`config.mk`:
```
export PLATFORM = sky130hd
export DESIGN_NAME = ps2_cmd_decoder_flat
export DESIGN_NICKNAME = d
export VERILOG_FILES = /design/src/rtl/ps2_cmd_decoder_if.sv /design/src/rtl/ps2_cmd_decoder.sv /design/src/flat_wrapper.sv
export SDC_FILE = /design/constraint.sdc
export NUM_CORES = 1
export LEC_CHECK = 0
export BUFFER_PORTS_ARGS = -buffer_cell sky130_fd_sc_hd__buf_2
export CORE_ASPECT_RATIO = 1.75
export CORE_MARGIN = 2
export CORE_UTILIZATION = 53
export DETAILED_ROUTE_END_ITERATION = 10
export GPL_TIMING_DRIVEN = 0
export PLACE_DENSITY = 0.73
export SETUP_SLACK_MARGIN = 0.02
export SYNTH_ARGS = -nofsm -noshare
export SYNTH_HDL_FRONTEND = slang
export SYNTH_SLANG_ARGS = --single-unit
```
`constraint.sdc`:
```
create_clock -name CLOCK_50 -period 2.3 [get_ports CLOCK_50]
set_clock_uncertainty 0.1 [all_clocks]
set_input_delay 0.345 -clock CLOCK_50 [delete_from_list [all_inputs] [get_ports CLOCK_50]]
set_output_delay 0.345 -clock CLOCK_50 [all_outputs]
set_load 0.005 [all_outputs]
```
`src/rtl/ps2_cmd_decoder_if.sv`:
```
// Byte-stream input and game-command outputs of the PS/2 command decoder.
// The decoder sits on the slave side; whoever feeds bytes is the master.
interface ps2_cmd_decoder_if #(
    parameter int NUM_CMDS  = 4,
    parameter int CNT_WIDTH = 4
);
    logic [7:0]                    ps2_data;
    logic                          ps2_valid;
    logic [NUM_CMDS-1:0]           cmd_pulse;
    logic [NUM_CMDS-1:0]           cmd_held;
    logic [NUM_CMDS*CNT_WIDTH-1:0] press_count;
    logic                          unknown_key;

    modport master (
        output ps2_data, ps2_valid,
        input  cmd_pulse, cmd_held, press_count, unknown_key
    );

    modport slave (
        input  ps2_data, ps2_valid,
        output cmd_pulse, cmd_held, press_count, unknown_key
    );
endinterface

```
`src/rtl/ps2_cmd_decoder.sv`:
```
// PS/2 scan-code to game-command decoder: make/break/extended prefix parser,
// per-channel held level, press/auto-repeat pulses and wrapping press counters.
module ps2_cmd_decoder #(
    parameter int                    NUM_CMDS       = 4,
    parameter logic [NUM_CMDS*9-1:0] KEY_CODES      = {9'h172, 9'h174, 9'h16B, 9'h175},
    parameter logic [NUM_CMDS-1:0]   REPEAT_MASK    = 4'b1110,
    parameter int                    DAS_CYCLES     = 12_500_000,
    parameter int                    ARR_CYCLES     = 2_500_000,
    parameter int                    PREFIX_TIMEOUT = 2_500_000,
    parameter int                    CNT_WIDTH      = 4
) (
    input logic              CLOCK_50,
    input logic              reset,
    ps2_cmd_decoder_if.slave bus
);
    localparam int MAX_RPT = (DAS_CYCLES > ARR_CYCLES) ? DAS_CYCLES : ARR_CYCLES;
    localparam int TW      = $clog2(MAX_RPT + 1);
    localparam int PW      = $clog2(PREFIX_TIMEOUT + 1);

    localparam logic [TW-1:0] DAS_LAST = TW'(DAS_CYCLES - 1);
    localparam logic [TW-1:0] ARR_LAST = TW'(ARR_CYCLES - 1);
    localparam logic [PW-1:0] PTO_LAST = PW'(PREFIX_TIMEOUT - 1);

    typedef enum logic [1:0] {
        S_IDLE,
        S_EXT,
        S_BRK,
        S_EXT_BRK
    } parse_state_t;

    parse_state_t state_q, state_d;
    logic [PW-1:0] pto_q;

    logic          ev_make;
    logic          ev_break;
    logic [8:0]    ev_code;
    logic [NUM_CMDS-1:0] hit;
    logic          found;

    logic [NUM_CMDS-1:0]  pulse_q;
    logic [NUM_CMDS-1:0]  held_q;
    logic [NUM_CMDS-1:0]  rpt_phase_q;
    logic [CNT_WIDTH-1:0] cnt_q   [NUM_CMDS];
    logic [TW-1:0]        timer_q [NUM_CMDS];
    logic                 unknown_q;

    // Parser state register.
    always_ff @(posedge CLOCK_50) begin
        if (reset) state_q <= S_IDLE;
        else       state_q <= state_d;
    end

    // Cycles since the last received byte; only meaningful while a prefix is pending.
    always_ff @(posedge CLOCK_50) begin
        if (reset || bus.ps2_valid || state_q == S_IDLE) pto_q <= '0;
        else                                             pto_q <= pto_q + PW'(1);
    end

    // Next parser state and completed make/break events.
    always_comb begin
        state_d  = state_q;
        ev_make  = 1'b0;
        ev_break = 1'b0;
        ev_code  = '0;
        if (bus.ps2_valid) begin
            unique case (state_q)
                S_IDLE: begin
                    if (bus.ps2_data == 8'hE0)      state_d = S_EXT;
                    else if (bus.ps2_data == 8'hF0) state_d = S_BRK;
                    else begin
                        ev_make = 1'b1;
                        ev_code = {1'b0, bus.ps2_data};
                    end
                end
                S_EXT: begin
                    if (bus.ps2_data == 8'hF0)      state_d = S_EXT_BRK;
                    else if (bus.ps2_data == 8'hE0) state_d = S_EXT;
                    else begin
                        ev_make = 1'b1;
                        ev_code = {1'b1, bus.ps2_data};
                        state_d = S_IDLE;
                    end
                end
                S_BRK: begin
                    if (bus.ps2_data != 8'hE0 && bus.ps2_data != 8'hF0) begin
                        ev_break = 1'b1;
                        ev_code  = {1'b0, bus.ps2_data};
                        state_d  = S_IDLE;
                    end
                end
                S_EXT_BRK: begin
                    if (bus.ps2_data != 8'hE0 && bus.ps2_data != 8'hF0) begin
                        ev_break = 1'b1;
                        ev_code  = {1'b1, bus.ps2_data};
                        state_d  = S_IDLE;
                    end
                end
                default: state_d = S_IDLE;
            endcase
        end else if (state_q != S_IDLE && pto_q == PTO_LAST) begin
            state_d = S_IDLE;
        end
    end

    // Priority match of the completed code against the channel table; lowest index wins.
    always_comb begin
        hit   = '0;
        found = 1'b0;
        for (int unsigned i = 0; i < NUM_CMDS; i++) begin
            if (!found && ev_code == KEY_CODES[i*9 +: 9]) begin
                hit[i] = 1'b1;
                found  = 1'b1;
            end
        end
    end

    // Per-channel held level, press/repeat pulses, counters and repeat timers.
    // A break takes precedence over a repeat due on the same edge, which is what
    // suppresses that repeat pulse; a make on a held key falls through to the
    // repeat branch so typematic bytes leave the timer alone.
    always_ff @(posedge CLOCK_50) begin
        if (reset) begin
            pulse_q     <= '0;
            held_q      <= '0;
            rpt_phase_q <= '0;
            unknown_q   <= 1'b0;
            for (int unsigned i = 0; i < NUM_CMDS; i++) begin
                cnt_q[i]   <= '0;
                timer_q[i] <= '0;
            end
        end else begin
            pulse_q   <= '0;
            unknown_q <= ev_make && !found;
            for (int unsigned i = 0; i < NUM_CMDS; i++) begin
                if (ev_make && hit[i] && !held_q[i]) begin
                    held_q[i]      <= 1'b1;
                    pulse_q[i]     <= 1'b1;
                    cnt_q[i]       <= cnt_q[i] + CNT_WIDTH'(1);
                    timer_q[i]     <= '0;
                    rpt_phase_q[i] <= 1'b0;
                end else if (ev_break && hit[i] && held_q[i]) begin
                    held_q[i] <= 1'b0;
                end else if (held_q[i] && REPEAT_MASK[i] &&
                             timer_q[i] == (rpt_phase_q[i] ? ARR_LAST : DAS_LAST)) begin
                    pulse_q[i]     <= 1'b1;
                    timer_q[i]     <= '0;
                    rpt_phase_q[i] <= 1'b1;
                end else if (timer_q[i] != '1) begin
                    timer_q[i] <= timer_q[i] + TW'(1);
                end
            end
        end
    end

    // Pack channel state onto the interface.
    always_comb begin
        bus.press_count = '0;
        for (int unsigned i = 0; i < NUM_CMDS; i++) begin
            bus.press_count[i*CNT_WIDTH +: CNT_WIDTH] = cnt_q[i];
        end
    end

    assign bus.cmd_pulse   = pulse_q;
    assign bus.cmd_held    = held_q;
    assign bus.unknown_key = unknown_q;

endmodule
```
`src/flat_wrapper.sv`:
```
// flat-port wrapper written by rule: the top's interface ports become plain ports
module ps2_cmd_decoder_flat 
#(
    parameter int                    NUM_CMDS       = 4,
    parameter logic [NUM_CMDS*9-1:0] KEY_CODES      = {9'h172, 9'h174, 9'h16B, 9'h175},
    parameter logic [NUM_CMDS-1:0]   REPEAT_MASK    = 4'b1110,
    parameter int                    DAS_CYCLES     = 12_500_000,
    parameter int                    ARR_CYCLES     = 2_500_000,
    parameter int                    PREFIX_TIMEOUT = 2_500_000,
    parameter int                    CNT_WIDTH      = 4
)
  (CLOCK_50, reset, bus_ps2_data, bus_ps2_valid, bus_cmd_pulse, bus_cmd_held, bus_press_count, bus_unknown_key);
  ps2_cmd_decoder_if #(.NUM_CMDS(NUM_CMDS), .CNT_WIDTH(CNT_WIDTH)) bus_i ();
  input logic CLOCK_50;
  input logic reset;
  input wire logic [$bits(bus_i.ps2_data)-1:0] bus_ps2_data;
  input wire logic [$bits(bus_i.ps2_valid)-1:0] bus_ps2_valid;
  output wire logic [$bits(bus_i.cmd_pulse)-1:0] bus_cmd_pulse;
  output wire logic [$bits(bus_i.cmd_held)-1:0] bus_cmd_held;
  output wire logic [$bits(bus_i.press_count)-1:0] bus_press_count;
  output wire logic [$bits(bus_i.unknown_key)-1:0] bus_unknown_key;
  assign bus_i.ps2_data = bus_ps2_data;
  assign bus_i.ps2_valid = bus_ps2_valid;
  assign bus_cmd_pulse = bus_i.cmd_pulse;
  assign bus_cmd_held = bus_i.cmd_held;
  assign bus_press_count = bus_i.press_count;
  assign bus_unknown_key = bus_i.unknown_key;
  ps2_cmd_decoder #(.NUM_CMDS(NUM_CMDS), .KEY_CODES(KEY_CODES), .REPEAT_MASK(REPEAT_MASK), .DAS_CYCLES(DAS_CYCLES), .ARR_CYCLES(ARR_CYCLES), .PREFIX_TIMEOUT(PREFIX_TIMEOUT), .CNT_WIDTH(CNT_WIDTH)) u_core (.CLOCK_50(CLOCK_50), .reset(reset), .bus(bus_i));
endmodule
```
* Word-level counts from Yosys, hierarchy flattened
Memory sizes are Yosys's and may differ from the RTL's.
Cells that the tools add are included.
Widths: inputs -> output; s select.
** Operators by class
- $add $sub $neg :: 9
- Equal/unequal tests :: 21
- Muxes and demuxes :: 113
- Bitwise gates (word level) :: 18
- Reduce and logical (&&, ||, !) cells :: 50
** Operator list (count)
- $mux 24 :: 14
- $add 24x1->24 const B :: 4
- $ne 24x24->1 const B :: 4
- $mux 1 :: 79
- $eq 24x24->1 :: 3
- $mux 9 :: 5
- $eq 9x9->1 const B :: 4
- $pmux 9 s4 :: 1
- $logic_and 1x1->1 :: 25
- $add 22x1->22 const B :: 1
- $eq 22x22->1 const B :: 1
- $add 4x1->4 const B :: 4
- $eq 8x8->1 const B :: 2
- $mux 4 :: 4
- $mux 8 :: 2
- $ne 8x8->1 const B :: 2
- $or 1x1->1 :: 15
- $mux 2 :: 6
- $reduce_bool 2->1 :: 6
- $logic_not 1->1 :: 8
- $reduce_or 2->1 :: 4
- $pmux 2 s3 :: 1
- $reduce_and 2->1 :: 3
- $eq 2x2->1 const B :: 2
- 8 further kinds :: 11
** Word-level totals
- Register bits :: 36
- Memory bits (writable) :: 112
- Output and inout port bits :: 25
- Logic and storage cells :: 224
- Memories kept :: 2
** Memories
- u_core.timer_q :: words 4, bits a word 24, rd ports 4, clocked after memory_dff 0, wr ports 4, RTL line ps2_cmd_decoder.sv:44 : logic [TW-1:0] timer_q [NUM_CMDS];
- u_core.cnt_q :: words 4, bits a word 4, rd ports 4, clocked after memory_dff 0, wr ports 4, RTL line ps2_cmd_decoder.sv:43 : logic [CNT_WIDTH-1:0] cnt_q [NUM_CMDS];

* Depth between registers and ports, before layout
- Depth after elaboration :: 24
- Gate-level depth with buffers :: 8

* Worst setup path after synthesis
OpenSTA, ideal clock, no wires.
- Path type :: reg2reg
- From :: memory u_core.timer_q[3][0] in the netlist's numbering
- To :: memory u_core.timer_q[3][0] in the netlist's numbering (enable)
- Setup time :: 425 ps
- Data arrival time :: 1935 ps
- Data required time :: 1775 ps
- Setup slack :: -160 ps
- Stages on the path, launching flop included :: 6
- Buffers on the path :: 0
- Clock period less this slack :: 2460 ps
- Path through :: edfxtp_1 > ha_1 > nand4_1 > nor3_1 > a32o_1 > nand2_1
** RTL lines (RTL line)
- from (decl) :: ps2_cmd_decoder.sv:44

==> results.sh <==
export IMPL_p_per_area_mw_per_mm2=644.9
export IMPL_drt_iter0_drc=360
export IMPL_detail_route_antenna_nets=0
export IMPL_wl_per_cell_um=18.23
export IMPL_grt_pass1_wl_um=25350
export IMPL_synthArstFlopShare_pct=0
export IMPL_worstSetupPathType="register to register"
export IMPL_cts_buffers=17
export IMPL_synth_top_area_cell="edfxtp_1"
export IMPL_ys_top_cells_by_area="edfxtp_1 40%, dfxtp_1 11%, xor2_1 7.1%"
export IMPL_hold_viol_final=0
export IMPL_portBuffers=34
export IMPL_hold_class="input pin to register"
export IMPL_setup_viol=32
export IMPL_totalPowerFinal_mw=5.450
export IMPL_final_area_mm2=0.008451
export IMPL_synth_cells=657
export IMPL_dp_cells=856
export IMPL_vdd_drop_max_uv=522.9
export IMPL_wl_um=17030
export IMPL_synth_top_cell_area_share_pct=40.15
export IMPL_outcome="complete, but fails checks"
export IMPL_seq_area_frac_synth_pct=51.10
export IMPL_p_clk_share_pct=51.9
export IMPL_grt_max_degree=25
export IMPL_fp_dieH_um=151.4
export IMPL_dp_hpwl_um=9796
export IMPL_grt_util_met1_pct=27.72
export IMPL_cts_root_buffer="clkbuf_16"
export IMPL_post_route_util_pct=70.02
export IMPL_die_x_um=88.24
export IMPL_synthFlopType="edfxtp_1"
export IMPL_num_rows=53
export IMPL_power_leakage_nw=3.101
export IMPL_post_route_period_util_pct=106.4
export IMPL_sw_frac_of_total_pct=21.60
export IMPL_tns_ps=-2028
export IMPL_rsz0062_at_grt="true"
export IMPL_period_needed_ps=2448
export IMPL_crit_arrival_ps=2520
export IMPL_synth_edf_count=88
export IMPL_gp_congestion=0.9199
export IMPL_fin_nets=775
export IMPL_instances_no_fill=934
export IMPL_initial_core_util_pct=54.53
export IMPL_holdWs_ps=106.0
export IMPL_grtUsageTotal_pct=24.62
export IMPL_final_max_slew_violation_count=0
export IMPL_switchingPower_mw=1.177
export IMPL_via_per_inst=5.925
export IMPL_ys_types=51
export IMPL_antenna_found_initial=0
export IMPL_timing_final_ws_setup_ps=-147.7
export IMPL_antennaDiodeCount=0
export IMPL_cp_start_kind="register"
export IMPL_clkTransAtPathRegs_ps=60
export IMPL_via_count=5534
export IMPL_met3_usage_pct=6.213
export IMPL_slew_headroom_pct=54.31
export IMPL_p_seq_share_pct=44.4
export IMPL_drv_cap=0
export IMPL_ios=36
export IMPL_top_usage_layer="met2"
export IMPL_remaining_drc_errors=0
export IMPL_met2_usage_pct=42.22
export IMPL_synth_most_common_cell="nor2_1"
export IMPL_cts_tree="built"
export IMPL_ys_seq_elements=124
export IMPL_fill_cells=878
export IMPL_critPathCaptureType="register"
export IMPL_clk_latency_ps=420
export IMPL_pre_cts_slack_ps=-520.0
export IMPL_critPathRequiredTime_ps=2370
export IMPL_grt_pass1_vias=5318
export IMPL_drtPass1Iterations=5
export IMPL_design_die_area_mm2=0.01336
export IMPL_cts_sinks=124
export IMPL_violations="negative setup slack"
export IMPL_syn_area_mm2=0.006581
export IMPL_worstMarginPinSlew_ps=681.6
export IMPL_cts_hold_buf=0
export IMPL_grt_overflow=0
export IMPL_yosys_top_cells_count="119 x nor2_1, 88 x edfxtp_1, 53 x xor2_1"
export IMPL_cts_buffer_depth=2
export IMPL_pwr_share_comb_pct=3.7
export IMPL_p_int_mw=4.272
export IMPL_syn_num_nets=676
export IMPL_drive_above_1_share_pct=26.40
export IMPL_h_tree_depth=4
export IMPL_synth_warnings=0
export IMPL_area_delta_synth_final_pct=28.40
export IMPL_fmax_ghz=0.4086
export IMPL_worst_path_max_fanout=6
export IMPL_coreArea_mm2=0.01207
export IMPL_placed_area_mm2=0.006993
export IMPL_post_synth_cell_area_avg_um2=10.02
==> cells in the final DEF, fill, tap and decap left out, types with 4 or more instances in the layout <==
cell type	count
nand3_1	41
and4_1	9
nor2_2	23
buf_4	45
ha_1	7
or3_1	5
nor4_4	4
nor4b_1	6
edfxtp_1	88
clkbuf_16	20
nor2_4	16
nor2_1	90
or4_4	4
and2_1	7
nor4_1	4
buf_2	34
nand4_1	28
and3_1	13
inv_1	24
nand2_1	40
xnor2_1	40
dfxtp_1	35
nor4bb_1	4
clkbuf_1	5
buf_6	6
a21oi_1	15
nor3_1	15
o21ai_0	12
clkinv_4	4
xor2_1	53
==> power by group through the flow <==
| stage | Clock [mW] | Sequential (mW) | Combinational, mW |
|---|---|---|---|
| finish | 2.83 | 2.42 | 0.202 |
| floorplan | 0 | 2.46 | 0.0943 |
| detailed placement | 0 | 2.46 | 0.147 |
| global placement | 0 | 2.46 | 0.143 |
| global route | 2.94 | 2.42 | 0.218 |
| CTS | 2.84 | 2.42 | 0.157 |
==> timing repair <==
action | CTS | global route
setup buffers | 24 | 23
resized for setup | 32 | 73
endpoints found under the hold margin | 0 | 0
pin swaps | 11 | 33
gates cloned | 2 | 3
setup endpoints to repair | 150 | 155
==> kinds of logic (layout without fill, tap and decap cells) <==
| logic type | after synthesis | in the layout | share of synthesized area, % |
|---|---|---|---|
| simple gates | 347 | 349 | 27.95 |
| buf+inv | 41 | 151 | 2.985 |
| mux | 1 | 1 | 0.1521 |
| flops | 124 | 124 | 51.10 |
| xor+xnor | 93 | 93 | 12.38 |
| fa+ha+maj | 8 | 8 | 1.521 |
| compound gates | 43 | 43 | 3.917 |
==> final cells by class <==
type	count	area, um^2	share of cell area (%)
multi-input cells	494	3475	41.12
flip-flops and latches	124	3364	39.81
repair buffers	84	578.1	6.840
clock buffers	21	503.0	5.952
well taps	165	206.4	2.443
clock inverters	11	127.6	1.510
plain buffers	11	106.4	1.259
inverters	24	90.09	1.066
==> sequential cells by signal, summed over array words and instances, names as in the netlist <==
name	count
u_core.bus.cmd_held	4
u_core.cnt_q	16
u_core.rpt_phase_q	3
u_core.timer_q	72
u_core.bus.unknown_key	1
u_core.bus.cmd_pulse	4
u_core.pto_q	22
u_core.state_q	2
==> critical path, cell delays in order (launching register included) <==
cell and delay, ps:
edfxtp_1 490, or4_4 450, or3_4 360, a211oi_4 310, or3_4 270, clkbuf_16 180, nor2_4 30
==> routing by layer <==
layer	share of wire, %	routed length, um
met1	38	6460
met2	53	9009
met3	5.2	887
met4	3.9	669
met5	0	0
==> worst paths after layout <==
kind / slack [ps] / from / endpoint / cells past startpoint
min: 110 / bus_ps2_data[4] / u_core.state_q[1] / 3
max: -150 / u_core.timer_q[1][12] / u_core.timer_q[1][20] / 6
max reg2reg: -150 / u_core.timer_q[1][12] / u_core.timer_q[1][20] / 6
min reg2reg: 360 / u_core.pto_q[0] / u_core.pto_q[0] / 1
Note: power is estimated with default switching activity, not from simulation.
